$ cat config.mk
export PLATFORM = sky130hd
export DESIGN_NAME = countdown_timer
export DESIGN_NICKNAME = d
export VERILOG_FILES = /design/src/rtl/countdown_timer_pkg.sv /design/src/rtl/countdown_timer_sec_tick.sv /design/src/rtl/countdown_timer.sv
export SDC_FILE = /design/constraint.sdc
export NUM_CORES = 1
export LEC_CHECK = 0
export BUFFER_PORTS_ARGS = -buffer_cell sky130_fd_sc_hd__buf_2
export CELL_PAD_IN_SITES_DETAIL_PLACEMENT = 1
export CELL_PAD_IN_SITES_GLOBAL_PLACEMENT = 2
export CORE_UTILIZATION = 36
export CTS_BUF_LIST = sky130_fd_sc_hd__clkbuf_16
export CTS_CLUSTER_SIZE = 12
export DETAILED_ROUTE_END_ITERATION = 8
export GPL_ROUTABILITY_DRIVEN = 1
export PLACE_DENSITY_LB_ADDON = 0.1
export SETUP_SLACK_MARGIN = 0.05
export SYNTH_ARGS = -nofsm -noshare
export SYNTH_HDL_FRONTEND = slang
export SYNTH_SLANG_ARGS = --single-unit
$ cat constraint.sdc
create_clock -name clk -period 2.33 [get_ports clk]
set_input_delay 0.466 -clock clk [delete_from_list [all_inputs] [get_ports clk]]
set_output_delay 0.466 -clock clk [all_outputs]
set_load 0.02 [all_outputs]
$ cat src/rtl/countdown_timer_pkg.sv
// Shared definitions for the countdown timer, its display driver and the control FSM.
package countdown_timer_pkg;
    localparam int CD_W            = 5;
    localparam int MIN_SEC_DEF     = 5;
    localparam int MAX_SEC_DEF     = 30;
    localparam int DEFAULT_SEC_DEF = 10;

    typedef enum logic [1:0] {
        IDLE   = 2'd0,
        RUN    = 2'd1,
        EXPIRE = 2'd2
    } cd_state_e;

    function automatic logic [CD_W-1:0] clamp_sec(input logic [CD_W-1:0] sec,
                                                  input logic [CD_W-1:0] lo,
                                                  input logic [CD_W-1:0] hi);
        if (sec < lo)      return lo;
        else if (sec > hi) return hi;
        else               return sec;
    endfunction
endpackage

$ cat src/rtl/countdown_timer_sec_tick.sv
// Prescaler producing a one-cycle tick every TICK_DIV enabled cycles.
module sec_tick_gen #(
    parameter int TICK_DIV = 100_000_000
) (
    input  logic clk,
    input  logic rst_n,
    input  logic clr,
    input  logic en,
    output logic tick
);
    localparam int PW = (TICK_DIV > 1) ? $clog2(TICK_DIV) : 1;

    logic [PW-1:0] cnt;

    // Tick is the wrap cycle itself so the consumer acts on the same edge the count wraps.
    assign tick = en && (cnt == PW'(TICK_DIV - 1));

    always_ff @(posedge clk or negedge rst_n) begin
        if (!rst_n)   cnt <= '0;
        else if (clr) cnt <= '0;
        else if (en)  cnt <= tick ? '0 : cnt + 1'b1;
    end
endmodule

$ cat src/rtl/countdown_timer.sv
// Second-resolution countdown with clamped config register and one-cycle expiry pulse.
module countdown_timer
    import countdown_timer_pkg::*;
#(
    parameter int TICK_DIV    = 100_000_000,
    parameter int MIN_SEC     = MIN_SEC_DEF,
    parameter int MAX_SEC     = MAX_SEC_DEF,
    parameter int DEFAULT_SEC = DEFAULT_SEC_DEF
) (
    input  logic            clk,
    input  logic            rst_n,
    input  logic            start,
    input  logic            cancel,
    input  logic            pause,
    input  logic            cfg_load,
    input  logic [CD_W-1:0] cfg_sec,
    output logic [CD_W-1:0] cfg_sec_q,
    output logic [CD_W-1:0] countdown_val,
    output logic            countdown_active,
    output logic            timeout
);
    cd_state_e       state, state_nxt;
    logic [CD_W-1:0] val_nxt, cfg_clamped, load_sec;
    logic            timeout_nxt, tick, presc_clr, presc_en;

    assign cfg_clamped = clamp_sec(cfg_sec, CD_W'(MIN_SEC), CD_W'(MAX_SEC));
    // A same-cycle cfg_load feeds the new duration straight into the run.
    assign load_sec    = cfg_load ? cfg_clamped : cfg_sec_q;
    assign presc_clr   = start || cancel || (state != RUN);
    assign presc_en    = (state == RUN) && !pause;

    sec_tick_gen #(.TICK_DIV(TICK_DIV)) u_tick (
        .clk  (clk),
        .rst_n(rst_n),
        .clr  (presc_clr),
        .en   (presc_en),
        .tick (tick)
    );

    always_ff @(posedge clk or negedge rst_n) begin
        if (!rst_n)        cfg_sec_q <= CD_W'(DEFAULT_SEC);
        else if (cfg_load) cfg_sec_q <= cfg_clamped;
    end

    always_comb begin
        state_nxt   = state;
        val_nxt     = countdown_val;
        timeout_nxt = 1'b0;
        case (state)
            IDLE:   val_nxt = '0;
            RUN: if (tick) begin
                if (countdown_val <= CD_W'(1)) begin
                    val_nxt     = '0;
                    state_nxt   = EXPIRE;
                    timeout_nxt = 1'b1;
                end else begin
                    val_nxt = countdown_val - 1'b1;
                end
            end
            EXPIRE: begin
                state_nxt = IDLE;
                val_nxt   = '0;
            end
            default: begin
                state_nxt = IDLE;
                val_nxt   = '0;
            end
        endcase
        if (start) begin
            state_nxt   = RUN;
            val_nxt     = load_sec;
            timeout_nxt = 1'b0;
        end
        if (cancel) begin
            state_nxt   = IDLE;
            val_nxt     = '0;
            timeout_nxt = 1'b0;
        end
    end

    always_ff @(posedge clk or negedge rst_n) begin
        if (!rst_n) begin
            state            <= IDLE;
            countdown_val    <= '0;
            countdown_active <= 1'b0;
            timeout          <= 1'b0;
        end else begin
            state            <= state_nxt;
            countdown_val    <= val_nxt;
            countdown_active <= (state_nxt != IDLE);
            timeout          <= timeout_nxt;
        end
    end
endmodule

==> summary.txt <==
P per Cell Area = 651 mW/mm^2
CTS resizes = 0
setup TNS = 0 ns
total CTS buffers = 5
CP max FO = 6
RSZ-0062 raised after global routing = no
Top FF cell, synth = dfrtp_1
Max-cap violations = 0
drt via density = 5.32
RR Startpoint = u_tick.cnt[0]
syn_nets = 250
sequential group share of total power = 43.9%
Reg clk slew, reported paths = 0.06 ns
number of filler cells placed in the layout = 686
GRT Overall Usage = 18.7%
Achievable Freq = 489 MHz
status = finished, final reports clean
NetSw = 0.411 mW
Starting Density = 37.4%
setup ws final = 0.285 ns
vias in the first global route = 1811
Core Area = 0.00592 sq mm
Skew-Pair Late Insertion Delay = 0.28 ns
Setup crit end = u_tick.cnt[26]
VDD IR max = 0.316 mV
Port Buffer Count = 22
Final Skew = 0.00711 ns
overall die height = 80.4 um
final setup vio count = 0
slew margin rel. = 64.9%
Mapped Area = 0.00221 sq mm
Avg Synthesized Cell Area = 9.38 sq um
flops & latches, synth = 41
Post-synth ARST share = 100%
WP data arrival = 2.24 ns
clock network fraction of design power = 45.5%
cells after synthesis = 236
internal power = 1.30 mW
number of clock sinks = 41
Final ANT Viol Nets = 0
row cnt = 28
largest net degree at the start of global routing = 22
full die area = 0.00647 sq mm
wirelength, routed = 5.39 mm
Min-Delay Path Class = input pin to async pin
share of cells above drive strength 1 = 18.1%
initial antenna violation count = 0
Area growth, synth to finish = 18.5%
chip width = 80.4 um
gr ovfl total = 0
Critical Path End Type = flop
drt first-iter violations = 77
register area share after synthesis = 46.4%
NumNets Final = 278
Worst Path Class, Setup = flop to flop
WP data required = 2.53 ns
FF-to-FF path depth = 6
DR vias = 1810
Switching Fraction = 24.1%
clk root buf = clkbuf_16
Max Root-Sink Buffers = 2
Pleak = 1.11 nW
DP Wirelength = 3.97 mm
DRC viols = 0
gp weighted congestion = 0.715
Finished Core Util = 44.3%
CTS tree = built
dpl ws = 0.252 ns
warnings from Yosys = 0
Worst R2R Setup Slack = 0.29 ns
logic gate share of total power = 10.6%
Inserted Diodes = 0
max-slew violations = 0
Top Ports = 23
Final Hold Vio Count = 0
DR WL/cell = 15.8 um
Worst-Margin Slew = 0.526 ns
crit path launch = u_tick.cnt[0]
number of enable flip-flop cells after synthesis = 0
Initial DRT Pass Iterations = 4
fin crit period = 2.04 ns
hold_buf cts = 0
CP startpoint kind = flop
H-tree depth = 2
R2R Path End = u_tick.cnt[26]
crit share post-route = 87.7%
first-pass GRT wire length = 9.20 mm
Cell variety after synth = 45
Post-CTS Setup Repair Bufs = 0
-- per-layer routing --
metal / part of all wire (%) / global-route usage, % / up-vias
met3: 2.8 / 3.86 / 4
met4: 1.1 / 5.36 / 0
li1: - / - / 902
met5: 0 / 0 / -
met2: 44 / 28.6 / 19
met1: 53 / 26.4 / 885
-- final cells by class --
| type | count | area [sq um] | share of cell area, % |
|---|---|---|---|
| Clock inverter | 3 | 41.3 | 1.57 |
| Clock buffer | 5 | 125 | 4.77 |
| Sequential cell | 41 | 1030 | 39.2 |
| Timing Repair Buffer | 31 | 190 | 7.24 |
| Multi-Input combinational cell | 179 | 1120 | 42.8 |
| Tap cell | 75 | 93.8 | 3.57 |
| Inverter | 6 | 22.5 | 0.858 |
-- critical path: stages, from the launching register on --
cell and delay (ns):
dfrtp_1 0.40, ha_1 0.20, nand3_1 0.22, nor4_4 0.49, nand4_1 0.17, or3_1 0.33, a31oi_1 0.16
-- sequential cells by signal (all words and copies together) (netlist names) --
signal,cells
state,2
cfg_sec_q,5
countdown_active,1
u_tick.cnt,27
countdown_val,5
timeout,1
-- cells by family after synthesis --
family	after synthesis	share of synthesized area, %
compound gates	44	12.9
simple gates	112	28.1
mux	1	0.508
xor+xnor	19	7.51
flops	41	46.4
buf+inv	16	2.82
fa+ha+maj	3	1.70
-- worst min path at each step --
stage | to
after global placement | cfg_sec_q[4]
after global routing | countdown_val[3]
final | countdown_val[3]
after detailed placement | cfg_sec_q[4]
after CTS | countdown_val[3]
after floorplan | cfg_sec_q[0]
-- power groups by stage --
stage	sequential [mW]	clock (mW)	combinational, mW
2_1_floorplan	0.785	0	0.0824
3_3_place_gp	0.762	0	0.185
3_5_place_dp	0.763	0	0.185
4_1_cts	0.750	0.800	0.186
5_1_grt	0.752	0.830	0.206
6_report	0.750	0.777	0.182
-- cell usage in the layout (no fill, tap or decap), types with 7 or more instances in the layout --
| cell type | n |
|---|---|
| a21oi_1 | 12 |
| buf_2 | 22 |
| buf_4 | 8 |
| dfrtp_1 | 39 |
| nand2_1 | 22 |
| nand3_1 | 16 |
| nand4_1 | 10 |
| nor2_1 | 31 |
| o21ai_0 | 7 |
| xor2_1 | 14 |
-- synth_stat cells (2+ instances only) --
cell type / count / area, sq um
xor2_1: 14 / 123
o31ai_1: 3 / 22.5
xnor2_1: 5 / 43.8
nor4_4: 3 / 63.8
o21ai_0: 7 / 35.0
o21bai_1: 3 / 22.5
and4_1: 3 / 26.3
nor4b_1: 2 / 17.5
nand2_1: 22 / 82.6
and3_1: 3 / 18.8
dfstp_2: 2 / 52.6
a22oi_1: 2 / 15.0
nor2b_1: 2 / 12.5
nand3_1: 16 / 80.1
clkbuf_1: 8 / 30.0
o211ai_1: 2 / 15.0
buf_2: 2 / 10.0
a21oi_1: 12 / 60.1
nor3_1: 5 / 25.0
inv_1: 6 / 22.5
nand4_1: 10 / 62.6
or3_1: 6 / 37.5
dfrtp_1: 39 / 976
a211oi_1: 3 / 22.5
nor2_1: 31 / 116
a31oi_1: 4 / 25.0
ha_1: 3 / 37.5
-- metrics by stage --
stage / hold slack (ns) / power [mW] / cell area, sq um / instances
2_1_floorplan: 0.170 / 0.868 / 2210 / 236
3_3_place_gp: 0.482 / 0.947 / 2460 / 332
3_5_place_dp: 0.483 / 0.948 / 2460 / 332
4_1_cts: 0.179 / 1.74 / 2630 / 340
5_1_grt: 0.201 / 1.79 / 2630 / 340
6_report: 0.155 / 1.71 / 2630 / 340
Power figures use the tool's default switching activity.
